===== src/rtl/keypad_pkg.sv =====
// Shared encodings for the keypad BCD entry block: scanner and entry states,
// special key codes and the hex-to-7-segment image.
package keypad_pkg;

    typedef enum logic [2:0] {
        SCAN     = 3'd0,
        DEBOUNCE = 3'd1,
        PRESSED  = 3'd2,
        RELEASE  = 3'd3
    } scan_state_t;

    typedef enum logic [1:0] {
        ENTER_A = 2'd0,
        ENTER_B = 2'd1,
        DONE    = 2'd2
    } entry_state_t;

    localparam logic [7:0] KEY_ENTER     = 8'd10;
    localparam logic [7:0] KEY_CLEAR     = 8'd11;
    localparam logic [7:0] KEY_BACKSPACE = 8'd12;

    // Segment order is {g,f,e,d,c,b,a}, active-high.
    function automatic logic [6:0] seg7(input logic [3:0] d);
        logic [6:0] s;
        case (d)
            4'h0: s = 7'h3F;
            4'h1: s = 7'h06;
            4'h2: s = 7'h5B;
            4'h3: s = 7'h4F;
            4'h4: s = 7'h66;
            4'h5: s = 7'h6D;
            4'h6: s = 7'h7D;
            4'h7: s = 7'h07;
            4'h8: s = 7'h7F;
            4'h9: s = 7'h6F;
            4'hA: s = 7'h77;
            4'hB: s = 7'h7C;
            4'hC: s = 7'h39;
            4'hD: s = 7'h5E;
            4'hE: s = 7'h79;
            default: s = 7'h71;
        endcase
        return s;
    endfunction

endpackage


===== src/rtl/keypad_bcd_entry_if.sv =====
// Pin bundle of the keypad BCD entry block: keypad matrix, operands, status
// and the multiplexed 7-segment display.
interface keypad_bcd_entry_if #(
    parameter int ROWS   = 4,
    parameter int COLS   = 4,
    parameter int DIGITS = 4
);
    logic [ROWS-1:0]     row;
    logic [COLS-1:0]     col;
    logic [4*DIGITS-1:0] opa;
    logic [4*DIGITS-1:0] opb;
    logic [1:0]          st;
    logic [2:0]          scan_st;
    // key_valid is a one-clock strobe with no ready/backpressure: key_code is
    // valid in the strobe clock and stays held until the next strobe.
    logic                key_valid;
    logic [7:0]          key_code;
    logic                overflow;
    logic [6:0]          seg;
    logic [DIGITS-1:0]   dig_sel;

    modport master (
        output row, opa, opb, st, scan_st, key_valid, key_code, overflow, seg, dig_sel,
        input  col
    );

    modport slave (
        input  row, opa, opb, st, scan_st, key_valid, key_code, overflow, seg, dig_sel,
        output col
    );
endinterface


===== src/rtl/keypad_scanner.sv =====
// Row scanner with press/release debounce; emits one key_valid strobe per
// debounced press and holds the key code until the next one.
module keypad_scanner
    import keypad_pkg::*;
#(
    parameter int ROWS     = 4,
    parameter int COLS     = 4,
    parameter int SCAN_CYC = 4,
    parameter int DEB_CYC  = 16
) (
    input  logic            clk,
    input  logic            rst,
    input  logic [COLS-1:0] col,
    output logic [ROWS-1:0] row,
    output logic [2:0]      scan_st,
    output logic            key_valid,
    output logic [7:0]      key_code
);
    localparam int RW  = (ROWS > 1) ? $clog2(ROWS) : 1;
    localparam int CW  = (COLS > 1) ? $clog2(COLS) : 1;
    localparam int STW = (SCAN_CYC > 1) ? $clog2(SCAN_CYC) : 1;
    localparam int DTW = (DEB_CYC > 1) ? $clog2(DEB_CYC) : 1;

    scan_state_t     state;
    logic [RW-1:0]   row_idx;
    logic [RW-1:0]   row_next;
    logic [STW-1:0]  scan_tmr;
    logic [DTW-1:0]  deb_tmr;
    logic [COLS-1:0] pat;
    logic [CW-1:0]   hit_col;
    logic [CW-1:0]   low_col;

    // Lowest set column wins when several keys on one row are down.
    always_comb begin
        low_col = '0;
        for (int c = COLS - 1; c >= 0; c--) begin
            if (col[c]) low_col = CW'(c);
        end
    end

    assign row_next = (row_idx == RW'(ROWS - 1)) ? '0 : row_idx + 1'b1;
    assign row      = ROWS'(1) << row_idx;
    assign scan_st  = state;

    always_ff @(posedge clk) begin
        if (rst) begin
            state     <= SCAN;
            row_idx   <= '0;
            scan_tmr  <= '0;
            deb_tmr   <= '0;
            pat       <= '0;
            hit_col   <= '0;
            key_valid <= 1'b0;
            key_code  <= '0;
        end else begin
            key_valid <= 1'b0;
            case (state)
                SCAN: begin
                    if (|col) begin
                        pat     <= col;
                        hit_col <= low_col;
                        deb_tmr <= '0;
                        state   <= DEBOUNCE;
                    end else if (scan_tmr == STW'(SCAN_CYC - 1)) begin
                        scan_tmr <= '0;
                        row_idx  <= row_next;
                    end else begin
                        scan_tmr <= scan_tmr + 1'b1;
                    end
                end
                DEBOUNCE: begin
                    if (col != pat) begin
                        state    <= SCAN;
                        row_idx  <= row_next;
                        scan_tmr <= '0;
                    end else if (deb_tmr == DTW'(DEB_CYC - 1)) begin
                        state     <= PRESSED;
                        key_valid <= 1'b1;
                        key_code  <= 8'(int'(row_idx) * COLS + int'(hit_col));
                    end else begin
                        deb_tmr <= deb_tmr + 1'b1;
                    end
                end
                PRESSED: begin
                    if (col == '0) begin
                        state   <= RELEASE;
                        deb_tmr <= '0;
                    end
                end
                RELEASE: begin
                    // A bounce back to a pressed pattern is the same press.
                    if (col != '0) begin
                        state <= PRESSED;
                    end else if (deb_tmr == DTW'(DEB_CYC - 1)) begin
                        state    <= SCAN;
                        row_idx  <= row_next;
                        scan_tmr <= '0;
                    end else begin
                        deb_tmr <= deb_tmr + 1'b1;
                    end
                end
                default: state <= SCAN;
            endcase
        end
    end
endmodule


===== src/rtl/keypad_bcd_entry.sv =====
// Two-operand BCD entry from a scanned keypad, with a multiplexed display of
// the operand currently being edited.
module keypad_bcd_entry
    import keypad_pkg::*;
#(
    parameter int ROWS        = 4,
    parameter int COLS        = 4,
    parameter int DIGITS      = 4,
    parameter int SCAN_CYC    = 4,
    parameter int DEB_CYC     = 16,
    parameter int REFRESH_CYC = 8
) (
    input  logic                clk,
    input  logic                rst,
    keypad_bcd_entry_if.master  kif
);
    localparam int CNTW = $clog2(DIGITS + 1);
    localparam int DW   = (DIGITS > 1) ? $clog2(DIGITS) : 1;
    localparam int RTW  = (REFRESH_CYC > 1) ? $clog2(REFRESH_CYC) : 1;

    logic       kv;
    logic [7:0] kc;

    keypad_scanner #(
        .ROWS(ROWS), .COLS(COLS), .SCAN_CYC(SCAN_CYC), .DEB_CYC(DEB_CYC)
    ) u_scanner (
        .clk(clk), .rst(rst), .col(kif.col), .row(kif.row),
        .scan_st(kif.scan_st), .key_valid(kv), .key_code(kc)
    );

    entry_state_t        st;
    logic [4*DIGITS-1:0] opa, opb, act_op, new_op;
    logic [CNTW-1:0]     cnt_a, cnt_b, act_cnt, new_cnt;
    logic                ovf, set_ovf, clr_ovf;

    // Edit result for the operand being entered; the sequential block only
    // chooses where to store it.
    always_comb begin
        act_op  = (st == ENTER_A) ? opa : opb;
        act_cnt = (st == ENTER_A) ? cnt_a : cnt_b;
        new_op  = act_op;
        new_cnt = act_cnt;
        set_ovf = 1'b0;
        clr_ovf = 1'b0;
        if (kc < 8'd10) begin
            if (act_cnt == CNTW'(DIGITS)) begin
                set_ovf = 1'b1;
            end else begin
                new_op  = {act_op[4*DIGITS-5:0], kc[3:0]};
                new_cnt = act_cnt + 1'b1;
            end
        end else if (kc == KEY_BACKSPACE) begin
            new_op = {4'h0, act_op[4*DIGITS-1:4]};
            if (act_cnt != '0) new_cnt = act_cnt - 1'b1;
        end else if (kc == KEY_CLEAR) begin
            new_op  = '0;
            new_cnt = '0;
            clr_ovf = 1'b1;
        end
    end

    always_ff @(posedge clk) begin
        if (rst) begin
            st    <= ENTER_A;
            opa   <= '0;
            opb   <= '0;
            cnt_a <= '0;
            cnt_b <= '0;
            ovf   <= 1'b0;
        end else if (kv) begin
            if (st == DONE) begin
                if (kc == KEY_ENTER) begin
                    st    <= ENTER_A;
                    opa   <= '0;
                    opb   <= '0;
                    cnt_a <= '0;
                    cnt_b <= '0;
                    ovf   <= 1'b0;
                end
            end else begin
                if (st == ENTER_A) begin
                    opa   <= new_op;
                    cnt_a <= new_cnt;
                end else begin
                    opb   <= new_op;
                    cnt_b <= new_cnt;
                end
                if (set_ovf)      ovf <= 1'b1;
                else if (clr_ovf) ovf <= 1'b0;
                if (kc == KEY_ENTER) st <= (st == ENTER_A) ? ENTER_B : DONE;
            end
        end
    end

    logic [DW-1:0]     dig_idx;
    logic [RTW-1:0]    ref_tmr;
    logic [6:0]        seg_r;
    logic [DIGITS-1:0] sel_r;

    // seg and dig_sel are registered from the same digit index so they always
    // change together.
    always_ff @(posedge clk) begin
        if (rst) begin
            dig_idx <= '0;
            ref_tmr <= '0;
            seg_r   <= 7'h3F;
            sel_r   <= DIGITS'(1);
        end else begin
            if (ref_tmr == RTW'(REFRESH_CYC - 1)) begin
                ref_tmr <= '0;
                dig_idx <= (dig_idx == DW'(DIGITS - 1)) ? '0 : dig_idx + 1'b1;
            end else begin
                ref_tmr <= ref_tmr + 1'b1;
            end
            seg_r <= seg7(act_op[{dig_idx, 2'b00} +: 4]);
            sel_r <= DIGITS'(1) << dig_idx;
        end
    end

    assign kif.opa       = opa;
    assign kif.opb       = opb;
    assign kif.st        = st;
    assign kif.key_valid = kv;
    assign kif.key_code  = kc;
    assign kif.overflow  = ovf;
    assign kif.seg       = seg_r;
    assign kif.dig_sel   = sel_r;
endmodule


===== src/flat_wrapper.sv =====
// flat-port wrapper written by rule: the top's interface ports become plain ports
module keypad_bcd_entry_flat import keypad_pkg::*;
#(
    parameter int ROWS        = 4,
    parameter int COLS        = 4,
    parameter int DIGITS      = 4,
    parameter int SCAN_CYC    = 4,
    parameter int DEB_CYC     = 16,
    parameter int REFRESH_CYC = 8
)
  (clk, rst, kif_row, kif_opa, kif_opb, kif_st, kif_scan_st, kif_key_valid, kif_key_code, kif_overflow, kif_seg, kif_dig_sel, kif_col);
  keypad_bcd_entry_if #(.ROWS(ROWS), .COLS(COLS), .DIGITS(DIGITS)) kif_i ();
  input  logic clk;
  input  logic rst;
  output wire logic [$bits(kif_i.row)-1:0] kif_row;
  output wire logic [$bits(kif_i.opa)-1:0] kif_opa;
  output wire logic [$bits(kif_i.opb)-1:0] kif_opb;
  output wire logic [$bits(kif_i.st)-1:0] kif_st;
  output wire logic [$bits(kif_i.scan_st)-1:0] kif_scan_st;
  output wire logic [$bits(kif_i.key_valid)-1:0] kif_key_valid;
  output wire logic [$bits(kif_i.key_code)-1:0] kif_key_code;
  output wire logic [$bits(kif_i.overflow)-1:0] kif_overflow;
  output wire logic [$bits(kif_i.seg)-1:0] kif_seg;
  output wire logic [$bits(kif_i.dig_sel)-1:0] kif_dig_sel;
  input wire logic [$bits(kif_i.col)-1:0] kif_col;
  assign kif_row = kif_i.row;
  assign kif_opa = kif_i.opa;
  assign kif_opb = kif_i.opb;
  assign kif_st = kif_i.st;
  assign kif_scan_st = kif_i.scan_st;
  assign kif_key_valid = kif_i.key_valid;
  assign kif_key_code = kif_i.key_code;
  assign kif_overflow = kif_i.overflow;
  assign kif_seg = kif_i.seg;
  assign kif_dig_sel = kif_i.dig_sel;
  assign kif_i.col = kif_col;
  keypad_bcd_entry #(.ROWS(ROWS), .COLS(COLS), .DIGITS(DIGITS), .SCAN_CYC(SCAN_CYC), .DEB_CYC(DEB_CYC), .REFRESH_CYC(REFRESH_CYC)) u_core (.clk(clk), .rst(rst), .kif(kif_i));
endmodule

===== config.mk =====
export PLATFORM = sky130hd
export DESIGN_NAME = keypad_bcd_entry_flat
export DESIGN_NICKNAME = d
export VERILOG_FILES = /design/src/rtl/keypad_pkg.sv /design/src/rtl/keypad_bcd_entry_if.sv /design/src/rtl/keypad_scanner.sv /design/src/rtl/keypad_bcd_entry.sv /design/src/flat_wrapper.sv
export SDC_FILE = /design/constraint.sdc
export NUM_CORES = 1
export LEC_CHECK = 0
export CAP_MARGIN = 20
export CORE_MARGIN = 5
export CORE_UTILIZATION = 55
export DETAILED_ROUTE_END_ITERATION = 8
export PLACE_DENSITY = 0.83
export SYNTH_ARGS = -nofsm -noshare
export SYNTH_HDL_FRONTEND = slang
export SYNTH_HIERARCHICAL = 1
export SYNTH_SLANG_ARGS = --single-unit

===== constraint.sdc =====
create_clock -name clk -period 2.9 [get_ports clk]
set_clock_uncertainty 0.05 [all_clocks]
set_input_delay 0.725 -clock clk [delete_from_list [all_inputs] [get_ports clk]]
set_output_delay 0.725 -clock clk [all_outputs]
set_load 0.02 [all_outputs]

* Word-level counts from Yosys, hierarchy flattened
Memories as Yosys holds them, arrays and structs flattened. A register that Yosys moved wholly into a read port is not among the register bits.
Cells that the tools add are included.
** Storage, ports and cells
- Register bits :: 76
- Bits of input ports :: 6
- Memory bits (read-only) :: 112
- Memories kept :: 1
** Operators by class
- Eq/ne operators :: 26
- Reduce and logical (&&, ||, !) cells :: 22
- Bitwise gates (word level) :: 2
- $add $sub $neg :: 8
- Order comparisons :: 1
- Shifts and indexed selects :: 3
- Multiplexer cells :: 66
** Memory list
- (no name shown) :: words 16, width 7, rd ports 1, clocked after memory_dff 1, wr ports 0, RTL line keypad_pkg.sv:25 : case (d)
** Operator list (count)
- 16-bit 2-to-1 mux :: 10
- 3-bit 2-to-1 mux :: 17
- 2-bit 2-to-1 mux :: 20
- 8-bit by 4-bit equality test with 1-bit output (second input constant) :: 3
- 4-bit 2-to-1 mux :: 5
- 2-bit inequality test (second input constant) :: 10
- 4-bit one-hot mux with 4 select lines :: 1
- 16-bit by 5-bit variable part select with 4-bit output :: 1
- 2-bit one-hot mux with 3 select lines :: 2
- 3-bit one-hot mux with 4 select lines :: 1
- 3-bit AND reduction :: 4
- 1-bit 2-to-1 mux :: 10
- 5-bit AND reduction :: 2
- 3-bit nonzero test :: 3
- 2-bit equality test (second input constant) :: 4
- 8-bit by 4-bit less-than comparator with 1-bit output (second input constant) :: 1
- 4-bit nonzero test :: 2
- 1-bit by 2-bit left shift with 4-bit output (first input constant) :: 2
- 2-bit by 1-bit adder with 2-bit output (second input constant) :: 3
- 3-bit by 1-bit adder with 3-bit output (second input constant) :: 2
- 3-bit by 2-bit equality test with 1-bit output (second input constant) :: 2
- 3-bit equality test (second input constant) :: 2
- 3-bit inequality test (second input constant) :: 2
- 6-bit AND reduction :: 1
- 16 further kinds :: 18

* Depth between registers and ports, before layout
Gate-level depths: netlist (run 1).
- Word-level depth :: 8
- Mapped depth :: 12
- Mapped depth without buffers :: 9

* By module
The synthesis (run 1) kept the hierarchy.
** Modules (own cells, without submodules)
- keypad_bcd_entry :: sequential area each 1141.1 um^2, area an instance 3467.1 um^2, cells each 394, instances 1
- keypad_scanner :: sequential area each 420.4 um^2, area an instance 1307.5 um^2, cells each 148, instances 1

* Worst setup path after synthesis (run 1)
Ideal clock, no wire load.
- Path type :: register to register
- Start point :: reg u_core.st[0], in the netlist u_core/kif.st[0]
- End point :: reg u_core.cnt_b[2]
- Stages on the path, launching flop included :: 11
- Slack :: 0.096 ns
- Data arrival time :: 2.637 ns
- Library setup time :: 0.117 ns
- Period minus slack after synthesis :: 2.804 ns
- Cells stage by stage :: dfxtp_1 > buf_2 > nor2_2 > buf_4 > mux2i_2 > clkinv_1 > ha_1 > nor3_1 > a21oi_1 > a221o_1 > a22o_1
** On the way
- Cells in the longest elaborated chain, start to end :: 8
** RTL lines
- start, declared :: RTL line keypad_bcd_entry.sv:31 : entry_state_t st;
- start signal, assigned :: RTL line keypad_bcd_entry.sv:90 : if (kc == KEY_ENTER) st <= (st == ENTER_A) ? ENTER_B : DONE;
- 2-bit zero test :: RTL line keypad_bcd_entry.sv:40, keypad_bcd_entry.sv:81
- 3-bit 2-to-1 mux :: RTL line keypad_bcd_entry.sv:40 : act_cnt = (st == ENTER_A) ? cnt_a : cnt_b;
- 3-bit by 1-bit subtractor with 3-bit output or 3-bit nonzero test (tied branches) :: RTL line keypad_bcd_entry.sv:54 : if (act_cnt != '0) new_cnt = act_cnt - 1'b1;
- 3-bit 2-to-1 mux :: RTL line keypad_bcd_entry.sv:54
- 3-bit 2-to-1 mux :: RTL line keypad_bcd_entry.sv:52 : end else if (kc == KEY_BACKSPACE) begin
- 3-bit 2-to-1 mux :: RTL line keypad_bcd_entry.sv:45 : if (kc < 8'd10) begin
- 3-bit 2-to-1 mux :: RTL line keypad_bcd_entry.sv:81 : if (st == ENTER_A) begin
- 3-bit 2-to-1 mux :: RTL line keypad_bcd_entry.sv:71 : if (st == DONE) begin
- end signal, assigned :: RTL line keypad_bcd_entry.sv:86 : cnt_b <= new_cnt;
- end, declared :: RTL line keypad_bcd_entry.sv:33 : logic [CNTW-1:0] cnt_a, cnt_b, act_cnt, new_cnt;
Parallel ways exist; a longest one is shown, timed or not. The select of a mux whose other input is x is not followed.
A chain may end at the register's enable or synchronous reset.

* Worst setup path after layout (run 1)
- Start point :: reg u_core.st[0], in the netlist u_core/kif.st[0]
- End point :: reg u_core.seg_r[1], in the netlist u_core/kif.seg[1]
** On the way
- Cells in the longest elaborated chain, start to end :: 3
** RTL lines
- 2-bit zero test :: RTL line keypad_bcd_entry.sv:39 : act_op = (st == ENTER_A) ? opa : opb;
- 16-bit 2-to-1 mux :: RTL line keypad_bcd_entry.sv:39
- 16-bit by 5-bit variable part select with 4-bit output :: RTL line keypad_bcd_entry.sv:115 : seg_r <= seg7(act_op[{dig_idx, 2'b00} +: 4]);
- end, declared :: RTL line keypad_bcd_entry.sv:97 : logic [6:0] seg_r;
No other way between the ends.

==> results of run 1 <==
## cell families (layout without fill, tap and decap cells)
kind of cell,count (synthesis),count (layout),share of synthesized area (%)
AO/OA/AOI/OAI,188,188,30.0
XOR/XNOR,4,4,0.734
adder cells (fa/ha/maj),24,24,6.29
buffers and inverters,69,127,6.50
flip-flops,78,78,32.7
multiplexers,27,27,6.97
other,1,5,0.0785
AND/OR/NAND/NOR,151,151,16.7
## flip-flops by register name, indices dropped and copies added (netlist names), 3 cells and up
register and cells:
u_core/u_scanner/deb_tmr 4, u_core/kif.opb 16, u_core/kif.opa 16, u_core/kif.dig_sel 4
u_core/cnt_b 3, u_core/u_scanner/key_code 4, u_core/kif.seg 7, u_core/cnt_a 3
u_core/ref_tmr 3, u_core/u_scanner/pat 4
## per-stage QoR
step / hold slack, ns / utilization, % / std cells
after floorplan: 0.354 / - / 546
after global placement: 0.366 / 64.2 / 696
after detailed placement: 0.370 / 64.2 / 696
after CTS: 0.391 / 66.5 / 712
after global routing: 0.416 / 66.6 / 712
final: 0.397 / 66.6 / 712
## worst max-delay path: stages, from the launching register on
cell	delay (ns)
dfxtp_1	0.36
nor2_2	0.20
buf_4	0.33
mux2i_1	0.40
mux4_2	0.42
inv_1	0.11
ha_1	0.30
mux2_2	0.27
a31oi_1	0.16
## synth_stat cells, types with 6 or more instances
library cell   n
and3_1         8
ha_1          24
nor4_1         7
buf_4          9
a22o_1        21
clkbuf_1      26
o31ai_1        6
nor3_1        12
o211ai_1       8
a211oi_1      11
nand3_1        6
o21ai_0       16
or4_1          8
nand2_1       35
buf_2          8
inv_1         20
o21a_1        14
nor2_1        31
a21oi_1       38
mux2_2         7
dfxtp_1       78
nand4_1       11
o211a_1        8
o2111ai_1      7
mux2i_1       15
and2_1         6
nand2b_1       8
## per-layer routing
metal / share of wire, % / routed length, µm / up-vias
li1: - / - / 2181
met1: 40 / 5480 / 2247
met3: 9.8 / 1320 / 39
met5: 0 / 0 / -
met4: 3.2 / 431 / 0
met2: 47 / 6330 / 282
## power breakdown
| part | total (mW) | internal [mW] | switching, mW | leakage [nW] |
|---|---|---|---|---|
| registers | 1.21 | 1.14 | 0.0710 | 0.631 |
| logic | 0.643 | 0.256 | 0.387 | 1.50 |
| clock network | 0.829 | 0.341 | 0.489 | 0.0985 |
## worst paths after layout
check / to / start / slack (ns) / cells after the start
max: u_core/kif.seg[1] / u_core/kif.st[0] / 0.24 / 8
min: u_core/ref_tmr[0] / u_core/ref_tmr[0] / 0.40 / 1
max reg2reg: u_core/kif.seg[1] / u_core/kif.st[0] / 0.24 / 8
min reg2reg: u_core/ref_tmr[0] / u_core/ref_tmr[0] / 0.40 / 1
## final cells by class
| class | instances | area (µm²) |
|---|---|---|
| repair buffers | 88 | 816 |
| flip-flops and latches | 78 | 1560 |
| clock buffers | 9 | 124 |
| fillers | 720 | 2870 |
| clock inverters | 7 | 75.1 |
| inverters | 23 | 86.3 |
| well taps | 108 | 135 |
| multi-input cells | 399 | 2920 |
==> results.yml, run 1 <==
timing:
  period_needed_ns: 2.66
  fin_crit_sh_pct: 91.8
  tns_ns: 0
  setup_violations: 0
  hold_viol_final: 0
  layout_setup_ws_ns: 0.238
  rsz0062_at_grt: "false"
  final_max_slew_viol_count: 0
  max-slew-margin-rel_pct: 46.1
  tightest_slew_ns: 0.808
  max_freq_ghz: 0.376
clocking:
  numCtsBuffers: 9
  cts-resized-gates: 0
  clk_pin_slew_ns: 0.10
  clock_sinks: 78
  cts_root_buf: "clkbuf_8"
  cts_max_level: 3
  postCtsSetupBuffers: 0
  cts_hold_buf: 0
  clk_path_buf_depth: 2
  cts_tree: "built"
  clkLatencyLatePin_ns: 0.36
floorplan:
  pin_count: 68
  die_h_um: 103
  die_area_um2: 10600
  rows: 34
  die_width_um: 103
  start_util_pct: 55.6
  core_um2: 8590
grt:
  met3_usage_pct: 5.43
  overflow: 0
  grt_usage_pct: 25.7
  use_met1_pct: 33.1
  antenna_found_initial: 0
  grt_first_pass_wirelength_mm: 21.8
  grt_max_degree: 25
  use_met2_pct: 42.2
  busiest_layer: "met2"
  grt_pass1_vias: 4452
layout:
  nets: 629
  final_cell_mix: "dfxtp_1 (78), clkdlybuf4s50_1 (62), a21oi_1 (38)"
  area_growth_pct: 19.8
  drive_gt1_share_pct: 11.3
  diodes: 0
  final_cell_area_um2: 5720
  layout_commonest_cell: "dfxtp_1"
drt:
  ant_nets: 0
  wl_per_cell_um: 19.0
  drc: 0
  vias_per_cell: 6.67
  firstDrtPassIters: 6
  wirelength_mm: 13.6
  first_iter_violations: 482
  vias: 4749
logic_synthesis:
  synth_top_cell_by_area: "dfxtp_1"
  yosys_warnings: 6
  ys_types: 71
  synthCells: 542
  netlist_area_um2: 4770
  synth_area_leaders: "dfxtp_1 (33%), ha_1 (6.3%), a21oi_1 (4.0%)"
  synth-edff-count: 0
  synth.top_cell.area_share_pct: 32.7
  yosysSeqAreaShare_pct: 32.7
  synth-seq-cells: 78
  avgSynthCellArea_um2: 8.81
  ys.flop_type: "dfxtp_1"
  async_flop_share_pct: 0
pwr:
  power_mw: 2.68
  power_density_nw_per_um2: 469
  peakVddDrop_uv: 492
  p_leak_nw: 2.23
critical_path:
  cp-end-kind: "flip-flop"
  cp.arrival_ns: 2.90
  startpoint_type: "flip-flop"
  criticalPathCategory: "flip-flop to flip-flop"
  crit_required_ns: 3.14
  cp_max_fo: 24
placed_design:
  gp_congestion: 0.977
  port_buffers: 62
  hpwl_mm: 9.88
  pre_cts_ws_ns: 0.0357
  dpl_cell_area_um2: 5520
run_status:
  run_status: "completed"
run:
  drv_cap: 0
worst_hold_path:
  holdCritPathClass: "flip-flop to flip-flop"
(Power assumes the default switching activity.)
==> run 2, diff against run 1 <==
--- a/config.mk
+++ b/config.mk
@@ -7,10 +7,11 @@
 export LEC_CHECK = 0
 export CAP_MARGIN = 20
 export CORE_MARGIN = 5
-export CORE_UTILIZATION = 55
+export CORE_UTILIZATION = 35
 export DETAILED_ROUTE_END_ITERATION = 8
-export PLACE_DENSITY = 0.83
+export PLACE_DENSITY = 0.58
 export SYNTH_ARGS = -nofsm -noshare
 export SYNTH_HDL_FRONTEND = slang
 export SYNTH_HIERARCHICAL = 1
 export SYNTH_SLANG_ARGS = --single-unit
+export TNS_END_PERCENT = 20
==> results.yml, run 2 (same netlist as run 1, synthesis figures left out) <==
timing:
  tns_ns: 0
  tightest_slew_ns: 0.825
  period_needed_ns: 2.72
  max-slew-margin-rel_pct: 44.5
  whs_ns: 0.388
  fin_crit_sh_pct: 93.8
  max_freq_ghz: 0.368
  setup_violations: 0
  final_max_slew_viol_count: 0
  hold_viol_final: 0
  rsz0062_at_grt: "false"
clocking:
  cts_max_level: 3
  cts_hold_buf: 0
  clkLatencyLatePin_ns: 0.34
  clk_path_buf_depth: 2
  cts_root_buf: "clkbuf_16"
  clk_pin_slew_ns: 0.06
  numCtsBuffers: 9
  clock_sinks: 78
  cts_tree: "built"
  postCtsSetupBuffers: 0
  cts-resized-gates: 0
drt:
  vias: 4549
  firstDrtPassIters: 6
  first_iter_violations: 497
  ant_nets: 0
  drc: 0
  vias_per_cell: 5.81
  wirelength_mm: 14.3
  wl_per_cell_um: 18.3
critical_path:
  startpoint_type: "flip-flop"
  criticalPathCategory: "flip-flop to flip-flop"
  cp-end-kind: "flip-flop"
  cp_num_buf_inv: 2
  critPathMaxStageDelay_ns: 0.55
  cp_max_fo: 7
  slowest_stage: "mux4_2"
  path_cells: "nor2_2 -> buf_4 -> o31a_1 -> inv_2 -> ha_1 -> mux4_2 -> o21ai_0 -> a21oi_1 -> a22o_1"
  crit_family: "compound AO/OA/AOI/OAI gates"
  cp.arrival_ns: 2.90
  crit_required_ns: 3.08
grt:
  overflow: 0
  grt_pass1_vias: 4369
  antenna_found_initial: 0
  grt_usage_pct: 17.4
  grt_max_degree: 20
  grt_first_pass_wirelength_mm: 22.7
layout:
  layout_commonest_cell: "dfxtp_1"
  diodes: 0
  nets: 632
  area_growth_pct: 24.0
  drive_gt1_share_pct: 11.5
  final_cell_mix: "dfxtp_1 (78), clkdlybuf4s50_1 (62), a21oi_1 (38)"
floorplan:
  die_width_um: 127
  start_util_pct: 35.9
  die_area_um2: 16100
  die_h_um: 127
  pin_count: 68
  core_um2: 13300
  rows: 42
pwr:
  peakVddDrop_uv: 277
  power_density_nw_per_um2: 492
  p_leak_nw: 2.27
placed_design:
  hpwl_mm: 10.5
  port_buffers: 62
  gp_congestion: 0.917
run_status:
  run_status: "completed"
worst_hold_path:
  holdCritPathClass: "flip-flop to flip-flop"
run:
  drv_cap: 0
[run 2: changes by cell type in the layout (fill, tap and decap cells not counted), sizes merged]
cell and delta:
buf +3, clkinv -1, clkinvlp +3, inv -2
[run 2: metal layers]
layer	part of all wire, %	global-route usage (%)	vias to the layer above
met3	7.4	5.30	22
li1	-	-	2196
met5	0	0	-
met4	2.0	5.93	0
met1	46	23.3	2150
met2	45	26.8	181
[run 2: path summary, 6_finish.rpt]
| path | start | end | slack, ns | cells past startpoint |
|---|---|---|---|---|
| worst min register to register | u_core/ref_tmr[0] | u_core/ref_tmr[0] | 0.39 | 1 |
| worst min-delay path | u_core/ref_tmr[0] | u_core/ref_tmr[0] | 0.39 | 1 |
| worst max-delay path | u_core/kif.st[0] | u_core/kif.opa[8] | 0.18 | 9 |
| worst max register to register | u_core/kif.st[0] | u_core/kif.opa[8] | 0.18 | 9 |
[run 2: report_power, final]
part | total, mW | internal, mW | switching [mW]
Sequential | 1.21 | 1.14 | 0.0686
Clock | 1.06 | 0.589 | 0.475
Combinational | 0.636 | 0.257 | 0.380
Total | 2.91 | 1.99 | 0.923
[run 2: final cells by class]
type,count,area (µm²)
sequential,78,1560
tap,176,220
fill,1275,7370
clock inverter,7,58.8
multi-input combinational,399,2920
inverter,23,86.3
clock buffer,9,225
timing repair buffer,91,851
[run 2: through the flow]
step	utilization [%]	setup slack, ns	std cells	power [mW]	instance area (µm²)
after floorplan	-	0.0961	546	1.69	4790
after global placement	42.4	0.102	767	1.84	5640
after detailed placement	42.4	0.0450	767	1.86	5640
after CTS	44.5	0.208	783	2.94	5920
after global routing	44.5	0.0509	783	3.06	5920
final	44.5	0.181	783	2.91	5920
==> run 3, diff against run 2 <==
--- a/config.mk
+++ b/config.mk
@@ -9,6 +9,7 @@
 export CORE_MARGIN = 5
 export CORE_UTILIZATION = 35
 export DETAILED_ROUTE_END_ITERATION = 8
+export GPL_TIMING_DRIVEN = 0
 export PLACE_DENSITY = 0.58
 export SYNTH_ARGS = -nofsm -noshare
 export SYNTH_HDL_FRONTEND = slang
==> results.yml, run 3 (same netlist as run 1, synthesis figures left out) <==
drt:
  vias_per_cell: 5.89
  firstDrtPassIters: 5
  wirelength_mm: 15.0
  first_iter_violations: 513
  wl_per_cell_um: 18.8
  ant_nets: 0
  drc: 0
  vias: 4696
pwr:
  power_mw: 3.08
  p_leak_nw: 2.30
  p_sw_share_pct: 29.3
  p_comb_share_pct: 21.1
  peakVddDrop_uv: 346
  internal-power_mw: 2.17
  seqPwrFrac_pct: 39.3
  power_density_nw_per_um2: 513
  switchingPower_mw: 0.902
  p_clk_share_pct: 39.6
layout:
  nets: 646
  final_cell_mix: "dfxtp_1 (77), clkdlybuf4s50_1 (58), a21oi_1 (37)"
  fillers: 1298
  area_growth_pct: 25.7
  layout_commonest_cell: "dfxtp_1"
  fin_util_pct: 45.1
  diodes: 0
  drive_gt1_share_pct: 11.4
timing:
  max-slew-margin-rel_pct: 36.1
  rsz0062_at_grt: "false"
  final_max_slew_viol_count: 0
  period_needed_ns: 2.78
  max_freq_ghz: 0.360
  fin_crit_sh_pct: 95.9
  tightest_slew_ns: 0.956
  whs_ns: 0.401
  hold_viol_final: 0
  setup_violations: 0
clocking:
  clock_sinks: 78
  numCtsBuffers: 9
  clk_pin_slew_ns: 0.06
  cts_root_buf: "clkbuf_16"
  clk_path_buf_depth: 2
  cts_hold_buf: 0
  clkLatencyLatePin_ns: 0.35
  cts_max_level: 3
  cts_tree: "built"
critical_path:
  rr_worst_depth: 10
  cp_max_fo: 10
  startpoint_type: "flip-flop"
  reg2reg_from: "u_core/kif.st[0]"
  slowest_stage: "mux4_2"
  cp-end-kind: "flip-flop"
  rrSetupSlack_ns: 0.12
  r2r-end: "u_core/kif.opb[8]"
  critPathMaxStageDelay_ns: 0.51
  criticalPathCategory: "flip-flop to flip-flop"
  crit_required_ns: 3.08
  cp.arrival_ns: 2.96
  path_cells: "buf_2 -> buf_4 -> or4_1 -> o31a_1 -> inv_4 -> ha_4 -> mux4_2 -> o21ai_1 -> a21oi_1 -> a22o_1"
run_status:
  run_status: "completed"
floorplan:
  die_h_um: 127
  rows: 42
  die_area_um2: 16100
  core_um2: 13300
  pin_count: 68
  start_util_pct: 35.9
  die_width_um: 127
grt:
  grt_pass1_vias: 4471
  grt_first_pass_wirelength_mm: 24.0
  grt_usage_pct: 18.6
  antenna_found_initial: 1
  grt_max_degree: 14
  overflow: 0
worst_hold_path:
  worstHoldStart: "u_core/ref_tmr[0]"
  hold_depth: 1
  min_to: "u_core/ref_tmr[0]"
  holdCritPathClass: "flip-flop to flip-flop"
run:
  drv_cap: 0
placed_design:
  port_buffers: 58
  hpwl_mm: 11.3
  gp_congestion: 0.888
run 3: repair_timing:
item | CTS | global route
buffers inserted | 0 | 1
setup endpoints to repair | 31 | 28
pin swaps | 0 | 1
resized for setup | 13 | 11
run 3: through the flow:
step / cells / area (µm²) / setup TNS (ns) / setup slack, ns
6_report: 797 / 6000 / 0 / 0.120
3_5_place_dp: 780 / 5590 / -8.42 / -0.414
4_1_cts: 796 / 5960 / 0 / 0.0144
2_1_floorplan: 546 / 4790 / 0 / 0.0961
3_3_place_gp: 780 / 5590 / -7.91 / -0.372
5_1_grt: 797 / 6000 / 0 / 0.0203
run 3: layout make-up:
| cell class | count | area, µm² | share of cell area, % |
|---|---|---|---|
| multi-input combinational | 399 | 2970 | 49.5 |
| sequential | 78 | 1560 | 26.0 |
| timing repair buffer | 59 | 588 | 9.80 |
| buffer | 46 | 244 | 4.07 |
| clock buffer | 10 | 239 | 3.98 |
| tap | 176 | 220 | 3.67 |
| inverter | 23 | 91.3 | 1.52 |
| clock inverter | 6 | 83.8 | 1.40 |
run 3: worst max-delay path: cells and delay by family (launching register included):
family | cells | cell delay (ns)
AOI/OAI and AO/OA | 4 | 0.61
DFF | 1 | 0.31
and+or+nand+nor | 1 | 0.47
muxes | 1 | 0.51
adders and majority gates | 1 | 0.19
buffers and inverters | 3 | 0.54
run 3: worst max path at each step:
stage | cells after the start | to | slack, ns | start
2_1_floorplan | 10 | u_core/cnt_b[2] | 0.1 | u_core/kif.st[0]
3_3_place_gp | 11 | u_core/kif.opa[13] | -0.37 | u_core/kif.st[0]
3_5_place_dp | 11 | u_core/kif.opb[13] | -0.41 | u_core/kif.st[0]
4_1_cts | 10 | u_core/kif.opa[8] | 0.01 | u_core/kif.st[0]
5_1_grt | 9 | u_core/kif.seg[1] | 0.02 | u_core/kif.st[0]
6_report | 10 | u_core/kif.opb[8] | 0.12 | u_core/kif.st[0]
run 3: layer usage:
layer / share of wire (%) / global-route usage [%] / vias up
met1: 44 / 24.9 / 2239
met4: 2.5 / 6.75 / 2
met3: 7.5 / 4.92 / 29
met2: 45 / 28.8 / 207
met5: 0.087 / 0 / -
li1: - / - / 2219
run 3: power by group through the flow:
| stage | Sequential (mW) | Combinational (mW) | Clock (mW) |
|---|---|---|---|
| 6_report | 1.21 | 0.649 | 1.22 |
| 5_1_grt | 1.22 | 0.716 | 1.29 |
| 4_1_cts | 1.21 | 0.647 | 1.24 |
| 3_5_place_dp | 1.23 | 0.636 | 0 |
| 3_3_place_gp | 1.22 | 0.616 | 0 |
| 2_1_floorplan | 1.23 | 0.458 | 0 |
